File: config.mk
export PLATFORM = sky130hd
export DESIGN_NAME = writeback_unit
export DESIGN_NICKNAME = d
export VERILOG_FILES = /design/src/rtl/writeback_unit.sv
export SDC_FILE = /design/constraint.sdc
export NUM_CORES = 1
export LEC_CHECK = 0
export BUFFER_PORTS_ARGS = -buffer_cell sky130_fd_sc_hd__buf_2
export CORE_ASPECT_RATIO = 0.9
export CORE_MARGIN = 2
export CORE_UTILIZATION = 42
export CTS_CLUSTER_SIZE = 8
export DETAILED_ROUTE_END_ITERATION = 8
export PLACE_DENSITY = 0.83
export SLEW_MARGIN = 40
export SYNTH_ARGS = -nofsm -noshare
export SYNTH_HDL_FRONTEND = slang
export SYNTH_SLANG_ARGS = --single-unit
File: constraint.sdc
create_clock -name clk -period 1.9 [get_ports clk]
set_input_delay 0.475 -clock clk [delete_from_list [all_inputs] [get_ports clk]]
set_output_delay 0.475 -clock clk [all_outputs]
set_load 0.01 [all_outputs]
File: src/rtl/writeback_unit.sv
// Writeback stage: retires ALU results and loads into the register file.
// Define WB_SUBWORD_EN for LH/LHU/LB/LBU extraction; otherwise every load is LW.
module writeback_unit (
  input  logic        clk,
  input  logic        rst,
  input  logic        valid_i,
  output logic        ready_o,
  input  logic        wb_en_i,
  input  logic [4:0]  dest_i,
  input  logic [31:0] result_i,
  input  logic        is_load_i,
  input  logic [2:0]  load_type_i,
  input  logic [1:0]  addr_lo_i,
  input  logic        flush_i,
  input  logic        mem_valid_i,
  input  logic [31:0] mem_data_i,
  output logic        rf_we_o,
  output logic [4:0]  rf_wr_addr_o,
  output logic [31:0] rf_wr_data_o,
  output logic        pending_o,
  output logic [4:0]  pending_dest_o,
  output logic        misalign_o
);

  typedef enum logic [1:0] {
    IDLE,
    WAIT_MEM,
    WRITE
  } state_e;

  state_e      state_q, state_d;
  logic [4:0]  dest_q, dest_d;
  logic        wb_en_q, wb_en_d;
  logic        rf_we_q, rf_we_d;
  logic [4:0]  rf_wr_addr_q, rf_wr_addr_d;
  logic [31:0] rf_wr_data_q, rf_wr_data_d;
  logic        pending_q, pending_d;
  logic [4:0]  pending_dest_q, pending_dest_d;
  logic        misalign_q, misalign_d;

  logic        accept;
  logic        mis_w;
  logic [31:0] load_w;

`ifdef WB_SUBWORD_EN
  logic [2:0]  type_q, type_d;
  logic [1:0]  lo_q, lo_d;
  logic [7:0]  byte_w;
  logic [15:0] half_w;

  always_comb begin
    unique case (load_type_i)
      3'b001, 3'b010: mis_w = addr_lo_i[0];
      3'b011, 3'b100: mis_w = 1'b0;
      default:        mis_w = |addr_lo_i;
    endcase
  end

  always_comb begin
    unique case (lo_q)
      2'd0:    byte_w = mem_data_i[7:0];
      2'd1:    byte_w = mem_data_i[15:8];
      2'd2:    byte_w = mem_data_i[23:16];
      default: byte_w = mem_data_i[31:24];
    endcase
    half_w = lo_q[1] ? mem_data_i[31:16] : mem_data_i[15:0];
    unique case (type_q)
      3'b001:  load_w = {{16{half_w[15]}}, half_w};
      3'b010:  load_w = {16'h0, half_w};
      3'b011:  load_w = {{24{byte_w[7]}}, byte_w};
      3'b100:  load_w = {24'h0, byte_w};
      default: load_w = mem_data_i;
    endcase
  end
`else
  logic unused_load_type;

  assign unused_load_type = ^load_type_i;
  assign mis_w  = |addr_lo_i;
  assign load_w = mem_data_i;
`endif

  assign ready_o = (state_q != WAIT_MEM);
  assign accept  = valid_i && ready_o && !flush_i;

  always_comb begin
    state_d      = state_q;
    dest_d       = dest_q;
    wb_en_d      = wb_en_q;
    rf_we_d      = 1'b0;
    rf_wr_addr_d = rf_wr_addr_q;
    rf_wr_data_d = rf_wr_data_q;
    misalign_d   = 1'b0;
`ifdef WB_SUBWORD_EN
    type_d       = type_q;
    lo_d         = lo_q;
`endif
    unique case (state_q)
      IDLE, WRITE: begin
        state_d = IDLE;
        if (accept) begin
          if (is_load_i) begin
            if (mis_w) begin
              misalign_d = 1'b1;
            end else begin
              state_d = WAIT_MEM;
              dest_d  = dest_i;
              wb_en_d = wb_en_i;
`ifdef WB_SUBWORD_EN
              type_d  = load_type_i;
              lo_d    = addr_lo_i;
`endif
            end
          end else begin
            state_d = WRITE;
            if (wb_en_i && (dest_i != 5'd0)) begin
              rf_we_d      = 1'b1;
              rf_wr_addr_d = dest_i;
              rf_wr_data_d = result_i;
            end
          end
        end
      end
      WAIT_MEM: begin
        // flush wins over a same-cycle memory response
        if (flush_i) begin
          state_d = IDLE;
        end else if (mem_valid_i) begin
          state_d = WRITE;
          if (wb_en_q && (dest_q != 5'd0)) begin
            rf_we_d      = 1'b1;
            rf_wr_addr_d = dest_q;
            rf_wr_data_d = load_w;
          end
        end
      end
      default: state_d = IDLE;
    endcase
    pending_d      = (state_d == WAIT_MEM);
    pending_dest_d = pending_d ? dest_d : 5'd0;
  end

  always_ff @(posedge clk) begin
    if (rst) begin
      state_q        <= IDLE;
      dest_q         <= 5'd0;
      wb_en_q        <= 1'b0;
      rf_we_q        <= 1'b0;
      rf_wr_addr_q   <= 5'd0;
      rf_wr_data_q   <= 32'd0;
      pending_q      <= 1'b0;
      pending_dest_q <= 5'd0;
      misalign_q     <= 1'b0;
`ifdef WB_SUBWORD_EN
      type_q         <= 3'd0;
      lo_q           <= 2'd0;
`endif
    end else begin
      state_q        <= state_d;
      dest_q         <= dest_d;
      wb_en_q        <= wb_en_d;
      rf_we_q        <= rf_we_d;
      rf_wr_addr_q   <= rf_wr_addr_d;
      rf_wr_data_q   <= rf_wr_data_d;
      pending_q      <= pending_d;
      pending_dest_q <= pending_dest_d;
      misalign_q     <= misalign_d;
`ifdef WB_SUBWORD_EN
      type_q         <= type_d;
      lo_q           <= lo_d;
`endif
    end
  end

  assign rf_we_o        = rf_we_q;
  assign rf_wr_addr_o   = rf_wr_addr_q;
  assign rf_wr_data_o   = rf_wr_data_q;
  assign pending_o      = pending_q;
  assign pending_dest_o = pending_dest_q;
  assign misalign_o     = misalign_q;

endmodule

* Yosys cells after proc, flatten, opt, wreduce, memory -nomap -nowiden
Cells that the tools add are included.
** Operators by class
- Equal/unequal tests :: 10
- Mux-type cells :: 32
- Bitwise operators :: 5
- Reductions and logical operators :: 15
** Operator list (count)
- two-way mux 32 bit :: 6
- case mux 32 bit (2 select lines) :: 1
- two-way mux 5 bit :: 10
- != test 2 bit (second input constant) :: 6
- case mux 5 bit (2 select lines) :: 1
- nonzero test 5 bit :: 2
- two-way mux 1 bit :: 8
- two-way mux 2 bit :: 4
- AND reduction 7 bit :: 1
- OR reduction 2 bit :: 3
- NOT 1 bit :: 5
- == test 2 x 1 -> 1 bit (second input constant) :: 2
- logical AND 1 bit :: 4
- case mux 2 bit (2 select lines) :: 1
- AND reduction 4 bit :: 1
- OR reduction 4 bit :: 1
- == test 2 bit (second input constant) :: 1
- zero test 2 bit :: 1
- != test 2 x 1 -> 1 bit (second input constant) :: 1
- case mux 1 bit (2 select lines) :: 1
- nonzero test 2 bit :: 1
- zero test 1 bit :: 1
** Storage, ports and cells
- Bits in registers :: 53
- Input bits :: 81
- Output and inout port bits :: 46
- Word-level logic and storage cells :: 71

* Longest topological paths before layout
- Depth in word-level cells :: 8
- Mapped depth :: 7
- Depth with buffers taken out :: 5

* Worst setup path before layout
No wires, ideal clock.
- Path type :: input to register
- From :: input port dest_i[2]
- To :: register rf_wr_data_q[15], in the netlist rf_wr_data_o[15]
- Setup time :: 0.121 ns
- Arrival time :: 1.901 ns
- Required time :: 1.779 ns
- Slack :: -0.122 ns
- Stages :: 6
- Buffers on the path :: 2
- Path through :: or4_1 -> o211ai_1 -> a221o_2 -> buf_6 -> buf_8 -> mux2_4
** Between the ends
- Word-level cells in the longest chain between the ends :: 4
** Ends and longest elaborated chain
- start: declaration :: RTL line 9 : input logic [4:0] dest_i,
- nonzero test 5 bit :: RTL line 116 : if (wb_en_i && (dest_i != 5'd0)) begin
- logical AND 1 bit :: RTL line 116
- != test 2 bit (no line)
- AND reduction 7 bit (no line)
- end signal: assignment :: RTL line 164 : rf_wr_data_q <= rf_wr_data_d;
- end: declaration :: RTL line 36 : logic [31:0] rf_wr_data_q, rf_wr_data_d;
Every way passes these cells.
A chain may end at the register's enable or synchronous reset.

* Final worst setup path
- From :: register dest_q[2]
- To :: register rf_wr_data_q[13], in the netlist rf_wr_data_o[13]
** Between the ends
- Word-level cells in the longest chain between the ends :: 4
** Ends and longest elaborated chain
- start: declaration :: RTL line 32 : logic [4:0] dest_q, dest_d;
- start signal: assignment :: RTL line 160 : dest_q <= dest_d;
- nonzero test 5 bit :: RTL line 130 : if (wb_en_q && (dest_q != 5'd0)) begin
- logical AND 1 bit :: RTL line 130
- != test 2 bit (no line)
- AND reduction 7 bit (no line)
Every way passes these cells.

==> results.toml <==
[power]
max-vdd-ir-drop_mv = 0.2842
power-per-cell-area_nw_per_um2 = 592.4
leakagePower_uw = 0.001885

[logic_synthesis]
synth_top_area_frac = 0.4079
seq_area_frac_synth = 0.4079
synthSimpleGateAreaFrac = 0.2371
synthMuxAreaShare = 0.2107
syn_area_per_cell_um2 = 8.700
syn_inst = 299
synth_compound_area_frac = 0.09235
synth_fa_ha_area_frac = 0
synth_xor_area_frac = 0
yosys.area.top_type = "dfxtp_1"
syn-cell-area_um2 = 2601
synth_cell_type_count = 24
yosys-top-cells-area = "dfxtp_1 41%, mux2_4 11%, nand2_1 11%, nor2b_1 8.9%, mux2_2 7.8%"
ys_warn_count = 0
synth_nets = 380
synth_top_family_by_area = "simple AND/OR/NAND/NOR gates"
ys_seq_elements = 53

[die]
initial_utilization = 0.4302
rows = 27
die_h_um = 78.66
io_pins = 127
dieArea_um2 = 6840
core-area_um2 = 6047
die_width_um = 86.96

[sta]
period_needed_ns = 1.939
setup_slack_ns = -0.03899
setup-violations-final = 17
slew_violations = 0
timing.fmax_mhz = 515.7
fin_crit_sh = 1.021
maxSlewHeadroom = 0.7658
holdWs_ns = 0.4299
rsz0062_at_grt = "true"
finClkSkew_ns = 0.01495
worstMarginPinSlew_ns = 0.3513
hold_viol = 0

[hold_path]
whs_endpoint = "misalign_o"
hold_depth = 3
hp-start = "is_load_i"
min_path_type = "in -> reg"

[layout]
area_delta_synth_final_pct = 35.02
diodes = 0
multi_input_area_um2 = 1405
layout.nets = 508
final-seq-area_um2 = 1062
layout-drive-gt1-share = 0.4463
fillers = 550
instances_no_fill = 500
final_common_cell = "buf_2"
layout_common_cells = "123 x buf_2, 74 x nand2_1, 52 x dfxtp_1"
fin_util = 0.5808

[setup_path]
rrSetupSlack_ns = -0.04
endpoint_kind = "register"
cp_max_fo = 20
critPathLaunchType = "register"
r2r_start = "dest_q[2]"
reg2reg_depth = 5
reg2reg_to = "rf_wr_data_o[13]"
required_ns = 2.10
cp.arrival_ns = 2.14
worst-setup-path-type = "reg -> reg"

[routing]
drt-initial-drc-count = 41
drtAntennaViolNets = 0
wl_per_cell_um = 13.33
drc = 0
vias_per_cell = 4.876
vias = 2438
dr.pass1.iters = 4
detail_route.wirelength_um = 6664

[global_route]
first_global_vias = 2250
grt_max_degree = 39
gr-usage-all-layers = 0.1856
grt_pass1_wl_um = 10220
grt_antenna_before_repair = 0
grt-ovfl-total = 0

[flow_run]
max_cap_viol_count = 0

[clock_tree]
cts_tree = "done"
cts_root_buf = "clkbuf_8"
cts_buffers = 5
hold_buffers = 0
clkTransAtPathRegs_ns = 0.10
clk_latency_ns = 0.31
htreeDepth = 2
cts_buffer_depth = 2
cts_sinks = 53

[place]
gp_congestion = 0.7918
dpl.cell_count = 490
dpl.hpwl_um = 4808
place_ws_ns = -0.2973
port-buffer-count = 123

[status]
violations = "setup timing"
status = "finished, violations left"
[cells in the mapped netlist (all sizes together)]
master / count
o211ai: 2
mux2: 37
clkbuf: 16
a21oi: 38
nor4b: 1
a32oi: 1
inv: 6
nand3: 1
buf: 5
mux2i: 6
nor2: 14
or3: 1
a21o: 2
dfxtp: 53
or4: 2
a221o: 1
nor3b: 1
nor2b: 37
and2b: 1
nand2: 74
[power by group]
group	internal [uW]	switching (uW)
Clock	267	387
Combinational	154	131
Sequential	1130	9.97
Total	1550	528
[stage by stage]
| step | setup TNS, ns | power (uW) | area [um^2] |
|---|---|---|---|
| 3_5_place_dp | -9.533 | 1449 | 3372 |
| 3_3_place_gp | -9.213 | 1441 | 3372 |
| 5_1_grt | -3.684 | 2176 | 3512 |
| 6_report | -0.1932 | 2081 | 3512 |
| 2_1_floorplan | -2.490 | 1305 | 2601 |
| 4_1_cts | -0.4895 | 2107 | 3478 |
[worst max-delay path by stage]
stage                     startpoint                to  slack [ns]  cells past startpoint
after floorplan            dest_i[2]  rf_wr_data_o[15]       -0.12                      6
after global placement     dest_i[2]  rf_wr_data_o[11]       -0.28                      6
after detailed placement   dest_i[2]  rf_wr_data_o[13]       -0.30                      6
after CTS                  dest_q[2]  rf_wr_data_o[13]       -0.05                      5
after global routing       dest_q[2]  rf_wr_data_o[13]       -0.14                      5
final                      dest_q[2]  rf_wr_data_o[13]       -0.04                      5
[critical path: stages, from the launching register on]
cell,delay [ns]
dfxtp_1,0.32
or4_1,0.53
o211ai_1,0.18
a221o_2,0.24
buf_12,0.20
mux2_2,0.35
[metal layers]
| metal | GRT usage | vias up | wire (um) |
|---|---|---|---|
| li1 | - | 1236 | - |
| met1 | 0.2148 | 1117 | 2793 |
| met2 | 0.3397 | 78 | 3457 |
| met3 | 0.03996 | 7 | 346 |
| met4 | 0.05156 | 0 | 66 |
| met5 | 0 | - | 0 |
[state kept, by name (all words and copies together), names as in the netlist]
name	count
misalign_o	1
rf_wr_addr_o	5
state_q	2
pending_o	1
wb_en_q	1
dest_q	5
pending_dest_o	5
rf_we_o	1
rf_wr_data_o	32
[repair_timing]
item                                    CTS  global route
cloned                                    0             1
resized for setup                         3             2
endpoints found under the setup margin   35            38
pin swaps                                 1             0
buffers inserted                          0             1
hold endpoints to repair                  0             0
[cell families (layout without fill, tap and decap cells)]
logic type             Yosys count  count (layout)
AND/OR/NAND/NOR                132             132
flip-flops                      53              53
AO/OA/AOI/OAI                   44              44
multiplexers                    43              43
buffers and inverters           27             156
[cell type report]
cell class | instances | area share
inverters | 6 | 0.006413
multi-input cells | 219 | 0.4001
clock buffers | 5 | 0.01959
clock inverters | 3 | 0.007125
repair buffers | 142 | 0.2387
well taps | 72 | 0.02565
flip-flops and latches | 53 | 0.3025
Note: power is estimated with default switching activity, not from simulation.
